### src/rtl/cpu_pkg.sv
// cpu_pkg: shared types and defaults for the accumulator CPU.
//   opcode_e      : 3-bit instruction opcode carried in the top of each word.
//   fetch_state_e : state of the instruction fetch FSM.
//   ADDR_W_DEF / DATA_W_DEF : default address and instruction widths.
package cpu_pkg;

  localparam int ADDR_W_DEF = 5;
  localparam int DATA_W_DEF = 8;

  typedef enum logic [2:0] {
    HLT     = 3'd0,
    LDA     = 3'd1,
    ADD     = 3'd2,
    SUB     = 3'd3,
    AND_OP  = 3'd4,
    ACC_MEM = 3'd5,
    STO     = 3'd6,
    JMP     = 3'd7
  } opcode_e;

  typedef enum logic [1:0] {
    IDLE  = 2'd0,
    REQ   = 2'd1,
    VALID = 2'd2
  } fetch_state_e;

endpackage

### src/rtl/instr_fetch_pc_reg.sv
// pc_reg: program counter register with load / increment / skip logic.
// Ports:
//   clk, rst      : clock, asynchronous active-low reset
//   update_en     : PC may change this cycle (fetch FSM not waiting on memory)
//   halt          : freezes the PC
//   pc_load       : load pc from load_val (wins over pc_en)
//   pc_en         : advance pc by 1, or by 2 when skip is set
//   skip          : qualifies pc_en only
//   load_val      : jump target (the IR operand field)
//   pc            : current program counter
module pc_reg #(
  parameter int ADDR_W = 5
) (
  input  logic              clk,
  input  logic              rst,
  input  logic              update_en,
  input  logic              halt,
  input  logic              pc_load,
  input  logic              pc_en,
  input  logic              skip,
  input  logic [ADDR_W-1:0] load_val,
  output logic [ADDR_W-1:0] pc
);

  logic [ADDR_W-1:0] pc_value_reg;
  logic [ADDR_W-1:0] pc_value_next;

  always_comb begin
    pc_value_next = pc_value_reg;
    if (update_en && !halt) begin
      if (pc_load) begin
        pc_value_next = load_val;
      end else if (pc_en) begin
        // Wraps naturally modulo 2^ADDR_W.
        pc_value_next = pc_value_reg + ADDR_W'(1) + ADDR_W'(skip);
      end
    end
  end

  always_ff @(posedge clk or negedge rst) begin
    if (!rst) begin
      pc_value_reg <= '0;
    end else begin
      pc_value_reg <= pc_value_next;
    end
  end

  assign pc = pc_value_reg;

endmodule

### src/rtl/instr_fetch.sv
// instr_fetch: instruction fetch unit. Owns the PC and the instruction
// register; reads one word from instruction memory per fetch_start over a
// variable-latency req/ack handshake, with a timeout that sets a sticky error.
// Ports:
//   clk, rst                     : clock, asynchronous active-low reset
//   fetch_start                  : start a fetch at the current pc
//   pc_en, skip, pc_load, halt   : PC control (see pc_reg)
//   imem_req/imem_addr           : memory read request and address (held until ack)
//   imem_rdata/imem_ack          : memory read data and completion
//   opcode, operand              : fields of the instruction register
//   ir_valid                     : IR holds a completed fetch
//   pc                           : program counter
//   busy                         : fetch in flight
//   fetch_err                    : sticky timeout flag, cleared only by reset
module instr_fetch
  import cpu_pkg::*;
#(
  parameter int ADDR_W  = ADDR_W_DEF,
  parameter int DATA_W  = DATA_W_DEF,
  parameter int TIMEOUT = 16
) (
  input  logic              clk,
  input  logic              rst,
  input  logic              fetch_start,
  input  logic              pc_en,
  input  logic              skip,
  input  logic              pc_load,
  input  logic              halt,
  output logic              imem_req,
  output logic [ADDR_W-1:0] imem_addr,
  input  logic [DATA_W-1:0] imem_rdata,
  input  logic              imem_ack,
  output logic [2:0]        opcode,
  output logic [ADDR_W-1:0] operand,
  output logic              ir_valid,
  output logic [ADDR_W-1:0] pc,
  output logic              busy,
  output logic              fetch_err
);

  localparam int CNT_W = $clog2(TIMEOUT);
  localparam logic [CNT_W-1:0] CNT_LAST = CNT_W'(TIMEOUT - 1);

  fetch_state_e      state_reg, state_next;
  logic              req_reg, req_next;
  logic [ADDR_W-1:0] addr_reg, addr_next;
  logic [DATA_W-1:0] ir_reg, ir_next;
  logic              ir_valid_reg, ir_valid_next;
  logic              err_reg, err_next;
  logic [CNT_W-1:0]  cnt_reg, cnt_next;

  always_comb begin
    state_next    = state_reg;
    req_next      = req_reg;
    addr_next     = addr_reg;
    ir_next       = ir_reg;
    ir_valid_next = ir_valid_reg;
    err_next      = err_reg;
    cnt_next      = cnt_reg;
    case (state_reg)
      IDLE, VALID: begin
        // The fetch captures the pc before any same-cycle PC update lands.
        if (fetch_start && !halt && !err_reg) begin
          state_next    = REQ;
          addr_next     = pc;
          req_next      = 1'b1;
          ir_valid_next = 1'b0;
          cnt_next      = '0;
        end
      end
      REQ: begin
        // An ack on the last allowed cycle still wins over the timeout.
        if (imem_ack) begin
          ir_next       = imem_rdata;
          ir_valid_next = 1'b1;
          req_next      = 1'b0;
          state_next    = VALID;
        end else if (cnt_reg == CNT_LAST) begin
          err_next   = 1'b1;
          req_next   = 1'b0;
          state_next = IDLE;
        end else begin
          cnt_next = cnt_reg + CNT_W'(1);
        end
      end
      default: begin
        state_next = IDLE;
        req_next   = 1'b0;
      end
    endcase
  end

  always_ff @(posedge clk or negedge rst) begin
    if (!rst) begin
      state_reg    <= IDLE;
      req_reg      <= 1'b0;
      addr_reg     <= '0;
      ir_reg       <= '0;
      ir_valid_reg <= 1'b0;
      err_reg      <= 1'b0;
      cnt_reg      <= '0;
    end else begin
      state_reg    <= state_next;
      req_reg      <= req_next;
      addr_reg     <= addr_next;
      ir_reg       <= ir_next;
      ir_valid_reg <= ir_valid_next;
      err_reg      <= err_next;
      cnt_reg      <= cnt_next;
    end
  end

  pc_reg #(
    .ADDR_W(ADDR_W)
  ) u_pc_reg (
    .clk      (clk),
    .rst      (rst),
    .update_en(state_reg != REQ),
    .halt     (halt),
    .pc_load  (pc_load),
    .pc_en    (pc_en),
    .skip     (skip),
    .load_val (operand),
    .pc       (pc)
  );

  assign imem_req  = req_reg;
  assign imem_addr = addr_reg;
  assign opcode    = ir_reg[DATA_W-1:ADDR_W];
  assign operand   = ir_reg[ADDR_W-1:0];
  assign ir_valid  = ir_valid_reg;
  assign busy      = (state_reg == REQ);
  assign fetch_err = err_reg;

endmodule

### config.mk
export PLATFORM = sky130hd
export DESIGN_NAME = instr_fetch
export DESIGN_NICKNAME = d
export VERILOG_FILES = /design/src/rtl/cpu_pkg.sv /design/src/rtl/instr_fetch_pc_reg.sv /design/src/rtl/instr_fetch.sv
export SDC_FILE = /design/constraint.sdc
export NUM_CORES = 1
export LEC_CHECK = 0
export BUFFER_PORTS_ARGS = -buffer_cell sky130_fd_sc_hd__buf_2
export CELL_PAD_IN_SITES_DETAIL_PLACEMENT = 0
export CELL_PAD_IN_SITES_GLOBAL_PLACEMENT = 1
export CORE_UTILIZATION = 30
export CTS_CLUSTER_SIZE = 24
export DETAILED_ROUTE_END_ITERATION = 6
export GPL_TIMING_DRIVEN = 0
export PLACE_DENSITY_LB_ADDON = 0.1
export REMOVE_ABC_BUFFERS = 1
export SETUP_SLACK_MARGIN = 0.5
export SYNTH_ARGS = -nofsm -noshare
export SYNTH_HDL_FRONTEND = slang
export SYNTH_HIERARCHICAL = 1
export SYNTH_SLANG_ARGS = --single-unit
### constraint.sdc
create_clock -name clk -period 1.8 [get_ports clk]
set_input_delay 0.45 -clock clk [delete_from_list [all_inputs] [get_ports clk]]
set_output_delay 0.45 -clock clk [all_outputs]
set_load 0.005 [all_outputs]
==> results.sh, run 1 <==
export IMPL_layout_commonest_cell="buf_2"
export IMPL_dp_hpwl_um=1900
export IMPL_wire_per_inst_um=13.2
export IMPL_synth_ff_type="dfrtp_1"
export IMPL_synth_mux_area_share_pct=9.78
export IMPL_nNetsFinal=199
export IMPL_power_leakage_nw=0.905
export IMPL_wl_met2_um=1500
export IMPL_synthXorXnorAreaFrac_pct=0
export IMPL_die_y_um=66.0
export IMPL_routed_wl_um=3010
export IMPL_crit_path_end_kind="primary output"
export IMPL_fmax_mhz=696
export IMPL_drive_gt1_share_pct=53.1
export IMPL_clkSlewWorstSetupHoldPaths_ps=90
export IMPL_io_buffer_count=37
export IMPL_cts_htree_levels=1
export IMPL_clockBufferDepth=2
export IMPL_core_sq_um=3800
export IMPL_drtAntennaViolNets=0
export IMPL_status="completed"
export IMPL_grt_max_degree=28
export IMPL_startpoint_type="flip-flop"
export IMPL_grt_pass1_vias=974
export IMPL_cts_buffers=3
export IMPL_syn_area_per_cell_sq_um=10.6
export IMPL_synth_seq_area_share_pct=55.0
export IMPL_fillers=363
export IMPL_area_growth_pct=49.2
export IMPL_initial_core_util_pct=32.3
export IMPL_drt_iter0_drc=16
export IMPL_synth_compound_gate_area_share_pct=11.5
export IMPL_critPathRequiredTime_ps=1350
export IMPL_place_congestion=0.767
export IMPL_synth_top_area_cell="dfrtp_1"
export IMPL_setup_tns_ps=0
export IMPL_routed_via_density=4.85
export IMPL_diodes=0
export IMPL_cts_tree="built"
export IMPL_worst_pin_slew_ps=604
export IMPL_worst_ep_arrival_time_ps=990
export IMPL_maxUsedRoutingLayer="met4"
export IMPL_crit_fanout=3
export IMPL_layout_common_cells="buf_2 (34), dfrtp_1 (23), buf_4 (21)"
export IMPL_dieWidth_um=66.0
export IMPL_fin_crit_sh_pct=79.9
export IMPL_yosys_warnings=6
export IMPL_yosys_area_top_type_share_pct=55.0
export IMPL_synth_cells=116
export IMPL_ys_ff_latch=27
export IMPL_dr_pass1_iters=5
export IMPL_rows=22
export IMPL_overflow=0
export IMPL_synthArstFlopShare_pct=100
export IMPL_criticalPathCategory="reg2out"
export IMPL_worstSkewPairLatency_ps=280
export IMPL_route_met3_wl_um=145
export IMPL_finalInstanceArea_sq_um=1830
export IMPL_rsz0062_at_grt="true"
export IMPL_synth_edf_count=0
export IMPL_synth_top_family_by_area="simple AND/OR/NAND/NOR gates"
export IMPL_skew_ps=8.37
export IMPL_min_period_ps=1440
export IMPL_post_dp_cell_area_sq_um=1470
export IMPL_clockRootBuffer="clkbuf_8"
export IMPL_synth_simple_gate_area_share_pct=17.5
export IMPL_wl_met1_um=1340
export IMPL_place_ws_ps=-10.7
export IMPL_largest_reg_flops=8
export IMPL_relSlewSlack_pct=59.7
export IMPL_hold_class="in2async"
export IMPL_die_area_sq_um=4360
export IMPL_yosys_area_share_adder_pct=3.05
export IMPL_report_final_hold_viol_count=0
export IMPL_synth_cell_type_count=32
export IMPL_worst_slack_ps=362
export IMPL_pin_count=38
export IMPL_vias=1102
export IMPL_numClockSinks=27
export IMPL_vdd_drop_max_uv=860
export IMPL_antenna_found_initial=0
export IMPL_max_cap_violations=0
export IMPL_yosys_top_cells_area="dfrtp_1 (55%), mux2_2 (7.3%), nand2_1 (6.4%), ha_1 (3.1%), mux2i_1 (2.4%)"
export IMPL_slew_viol_final=0
export IMPL_power_density_nw_per_um2=1340
export IMPL_ctsHoldBuffers=0
export IMPL_grt_usage_pct=14.0
export IMPL_drcViolationCount=0
export IMPL_grt_pass1_wl_um=4580
export IMPL_syn_area_sq_um=1230
export IMPL_finalSetupViolations=0
-- layout make-up --
| cell class | count | area (sq um) | area share [%] |
|---|---|---|---|
| inverter | 8 | 32.5 | 1.77 |
| multi-input combinational | 80 | 622 | 33.9 |
| clock buffer | 4 | 45.0 | 2.46 |
| sequential | 27 | 681 | 37.1 |
| tap | 48 | 60.1 | 3.28 |
| timing repair buffer | 60 | 393 | 21.4 |
-- worst paths after layout --
| kind | startpoint | cells after the start | slack [ps] | end |
|---|---|---|---|---|
| worst max-delay path | state_reg[1]$_DFFE_PN0P_ | 3 | 360 | busy |
| worst min-delay path | rst | 1 | 170 | imem_addr[2]$_DFFE_PN0P_ |
| worst min register to register | imem_addr[0]$_DFFE_PN0P_ | 2 | 480 | imem_addr[0]$_DFFE_PN0P_ |
| max in group asynchronous | rst | 1 | 1190 | u_pc_reg/pc[1]$_DFFE_PN0P_ |
| min in group clk | imem_rdata[1] | 2 | 400 | ir_reg[1]$_DFFE_PN0P_ |
| worst max register to register | u_pc_reg/pc[0]$_DFFE_PN0P_ | 7 | 370 | u_pc_reg/pc[4]$_DFFE_PN0P_ |
-- routing by layer --
metal	global-route usage [%]	up-vias
li1	-	538
met1	18.5	526
met2	22.8	34
met3	3.45	4
met4	3.46	0
met5	0	-
-- cells in the mapped netlist (2+ instances only) --
library cell,count
dfrtp_1,27
nand2_1,21
inv_1,8
mux2_2,8
nor2_1,6
o21ai_1,6
nand3_1,4
ha_1,3
mux2i_1,3
o21ai_0,3
a21oi_1,2
a22oi_1,2
nand2b_1,2
o211ai_1,2
o22ai_1,2
-- worst max-delay path, stage by stage (launching register included) --
cell and delay, ps:
dfrtp_1 410, nand2b_4 170, inv_4 60, buf_6 80
-- through the flow --
step,utilization (%),instances,power (W),hold WS (ps)
final,48.3,227,0.00246,168
after global routing,48.3,227,0.00264,219
after CTS,42.8,213,0.00223,196
after detailed placement,38.6,199,0.00172,459
after global placement,38.6,199,0.00169,454
after floorplan,-,114,0.00138,154
-- power breakdown --
part           total (W)  internal [W]  switching, W  leakage [nW]
clock           0.000345      0.000159      0.000186        0.0228
sequential       0.00103      0.000846      0.000186         0.330
combinational    0.00108      0.000642      0.000441         0.552
-- kinds of logic after synthesis --
family                   count (synthesis)
AND/OR/NAND/NOR                         44
flip-flops                              27
AO/OA/AOI/OAI                           21
multiplexers                            11
buffers and inverters                   10
adder cells (fa/ha/maj)                  3
-- repair_timing --
| item | CTS | global route |
|---|---|---|
| setup endpoints to repair | 31 | 32 |
| setup buffers | 10 | 13 |
| resized for setup | 13 | 21 |
| pin swaps | 9 | 4 |
| cloned | 0 | 1 |
Power figures use the tool's default switching activity.
==> run 2: changes to the inputs <==
ABC_AREA = 1   (was not set)
clock period = 1.4 ns   (was 1.8 ns; I/O delays follow)
==> run 2 against run 1 <==
Effect of this change:
- the run now ends with DRC left
- non-clock buffer count grew 11
- die area grew 15%
- synthesized cell count grew 40%
- combinational power shrank 72%
- sequential cell count is the same
- clock skew shrank 5.5 ps
- via count grew 18%
- wire length grew 21%
- final cell count grew 26%
- largest cell class is now multi-input gates
- largest power group is now registers
- highest routed layer unchanged
==> results.sh, run 2 <==
export IMPL_grt_pass1_vias=1270
export IMPL_p_sw_share_pct=27.5
export IMPL_grt_pass1_wl_um=5840
export IMPL_cts_htree_levels=1
export IMPL_ys_ff_latch=27
export IMPL_r2r_end="cnt_reg[3]$_DFFE_PN0P_"
export IMPL_grt_usage_pct=14.8
export IMPL_wl_met2_um=1680
export IMPL_slew_viol_final=0
export IMPL_reg2reg_depth=7
export IMPL_synth_top_area_cell="dfrtp_1"
export IMPL_total_power_w=0.00159
export IMPL_relSlewSlack_pct=57.3
export IMPL_syn_area_sq_um=1410
export IMPL_yosys_warnings=6
export IMPL_fillers=452
export IMPL_antenna_found_initial=0
export IMPL_status="complete, but fails checks"
export IMPL_skew_ps=2.84
export IMPL_crit_fanout=2
export IMPL_numClockSinks=27
export IMPL_yosys_top_cells_area="dfrtp_1 (48%), nand2_1 (13%), nand3_1 (6.7%), nand2_2 (4.4%), o21ai_2 (3.7%)"
export IMPL_synth_seq_area_share_pct=47.8
export IMPL_pin_count=38
export IMPL_r2r_slack_ps=110
export IMPL_critPathRequiredTime_ps=1050
export IMPL_hold_class="in2async"
export IMPL_layout_common_cells="nand2_1 (37), buf_2 (35), buf_4 (25)"
export IMPL_cts_buffers=3
export IMPL_synth_cells=162
export IMPL_internal_power_w=0.00115
export IMPL_layout_cells_non_filler=286
export IMPL_routed_via_density=4.54
export IMPL_fmax_mhz=758
export IMPL_clockBufferDepth=2
export IMPL_power_density_nw_per_um2=723
export IMPL_die_area_sq_um=4990
export IMPL_synthArstFlopShare_pct=100
export IMPL_hold_ws_ps=83.9
export IMPL_criticalPathCategory="reg2out"
export IMPL_area_growth_pct=55.2
export IMPL_overflow=0
export IMPL_startpoint_type="flip-flop"
export IMPL_routed_wl_um=3640
export IMPL_synth_cell_type_count=26
export IMPL_synth_ff_type="dfrtp_1"
export IMPL_initial_core_util_pct=31.8
export IMPL_dr_pass1_iters=6
export IMPL_clockRootBuffer="clkbuf_8"
export IMPL_diodes=0
export IMPL_wl_met1_um=1700
export IMPL_io_buffer_count=37
export IMPL_rsz0062_at_grt="true"
export IMPL_nNetsFinal=254
export IMPL_synth_edf_count=0
export IMPL_dieWidth_um=70.7
export IMPL_core_sq_um=4440
export IMPL_synth_most_common_cell="nand2_1"
export IMPL_cts_tree="built"
export IMPL_worst_ep_arrival_time_ps=970
export IMPL_p_seq_share_pct=51.5
export IMPL_clockPowerShare_pct=29.3
export IMPL_crit_path_end_kind="primary output"
export IMPL_violations="DRC"
export IMPL_setup_tns_ps=0
export IMPL_die_y_um=70.7
export IMPL_drt_iter0_drc=36
export IMPL_rows=24
export IMPL_maxUsedRoutingLayer="met4"
export IMPL_dp_hpwl_um=2150
export IMPL_p_switching_w=0.000436
export IMPL_place_inst=248
export IMPL_place_congestion=0.758
export IMPL_drcViolationCount=6
export IMPL_p_comb_share_pct=19.2
export IMPL_power_leakage_nw=1.19
export IMPL_fin_crit_sh_pct=94.2
export IMPL_largest_reg_flops=8
export IMPL_drtAntennaViolNets=0
export IMPL_report_final_hold_viol_count=0
export IMPL_worst_pin_slew_ps=641
export IMPL_grt_max_degree=28
export IMPL_route_met3_wl_um=211
export IMPL_netlist_top_cells_count="nand2_1 (48), dfrtp_1 (27), nand3_1 (19)"
export IMPL_rr_startpoint="state_reg[0]$_DFFE_PN0P_"
export IMPL_vdd_drop_max_uv=396
export IMPL_vias=1298
export IMPL_drive_gt1_share_pct=57.3
export IMPL_max_cap_violations=0
export IMPL_ctsHoldBuffers=0
export IMPL_layout_commonest_cell="nand2_1"
export IMPL_finalSetupViolations=0
export IMPL_clkSlewWorstSetupHoldPaths_ps=100
export IMPL_min_period_ps=1320
export IMPL_worstSkewPairLatency_ps=270
export IMPL_syn_area_per_cell_sq_um=8.73
export IMPL_wire_per_inst_um=12.7
export IMPL_yosys_area_top_type_share_pct=47.8
[run 2: changes by cell type after synthesis, sizes merged, moves of 3 or more]
cell    change
nand2      +41
nand3      +16
inv        +11
mux2        -8
nor2        +6
mux2i       -3
o211ai      -3
[run 2: timing repair]
| action | in CTS | in global routing |
|---|---|---|
| hold endpoints to repair | 0 | 0 |
| pin swaps | 4 | 17 |
| buffers inserted | 26 | 6 |
| gates cloned | 0 | 2 |
| endpoints found under the setup margin | 49 | 49 |
| resized for setup | 20 | 35 |
[run 2: power groups by stage]
| stage | clock network, W | logic (W) | registers, W |
|---|---|---|---|
| 6_report | 0.000465 | 0.000305 | 0.000818 |
| 2_1_floorplan | 0 | 0.0000866 | 0.000845 |
| 3_3_place_gp | 0 | 0.000174 | 0.000848 |
| 3_5_place_dp | 0 | 0.000177 | 0.000848 |
| 4_1_cts | 0.000488 | 0.000266 | 0.000817 |
| 5_1_grt | 0.000525 | 0.000342 | 0.000822 |
[run 2: per-layer routing]
metal,GRT usage (%),vias to the layer above
met5,0,-
met4,4.00,0
met3,2.85,6
met2,24.5,38
met1,19.9,602
li1,-,652
[run 2: per-stage QoR]
stage	worst slack (ps)	cell area (sq um)	utilization [%]
floorplan	106	1380	-
global placement	-22.4	1630	36.7
detailed placement	-5.39	1630	36.7
CTS	85.2	1960	44.1
global route	28.4	2190	49.4
finish	80.7	2190	49.4
[run 2: worst max path at each step]
stage / startpoint / endpoint / slack, ps / cells after the start
2_1_floorplan: u_pc_reg/pc[0]$_DFFE_PN0P_ / u_pc_reg/pc[4]$_DFFE_PN0P_ / 110 / 10
3_3_place_gp: skip / u_pc_reg/pc[4]$_DFFE_PN0P_ / -20 / 11
3_5_place_dp: skip / u_pc_reg/pc[4]$_DFFE_PN0P_ / -5 / 11
4_1_cts: state_reg[1]$_DFFE_PN0P_ / busy / 90 / 4
5_1_grt: u_pc_reg/pc[0]$_DFFE_PN0P_ / u_pc_reg/pc[4]$_DFFE_PN0P_ / 30 / 10
6_report: state_reg[0]$_DFFE_PN0P_ / busy / 80 / 3
[run 2: cell families (layout without fill, tap and decap cells)]
| kind of cell | Yosys count | count (layout) | share of synthesized area [%] |
|---|---|---|---|
| DFF | 27 | 27 | 47.8 |
| adders and majority gates | 3 | 3 | 2.66 |
| AOI/OAI and AO/OA | 11 | 11 | 6.46 |
| buffers and inverters | 24 | 96 | 7.96 |
| and+or+nand+nor | 97 | 97 | 35.1 |
[run 2: layout make-up]
cell class | count | area, sq um | area share [%]
inverter | 21 | 97.6 | 4.45
multi-input combinational | 111 | 776 | 35.3
timing repair buffer | 71 | 532 | 24.2
tap | 52 | 65.1 | 2.96
sequential | 27 | 679 | 31.0
clock buffer | 4 | 45.0 | 2.05
[run 2: worst max-delay path, stage by stage, from the launching register on]
cell     delay, ps
dfrtp_1        430
nand2_4        120
inv_8           40
buf_6          100
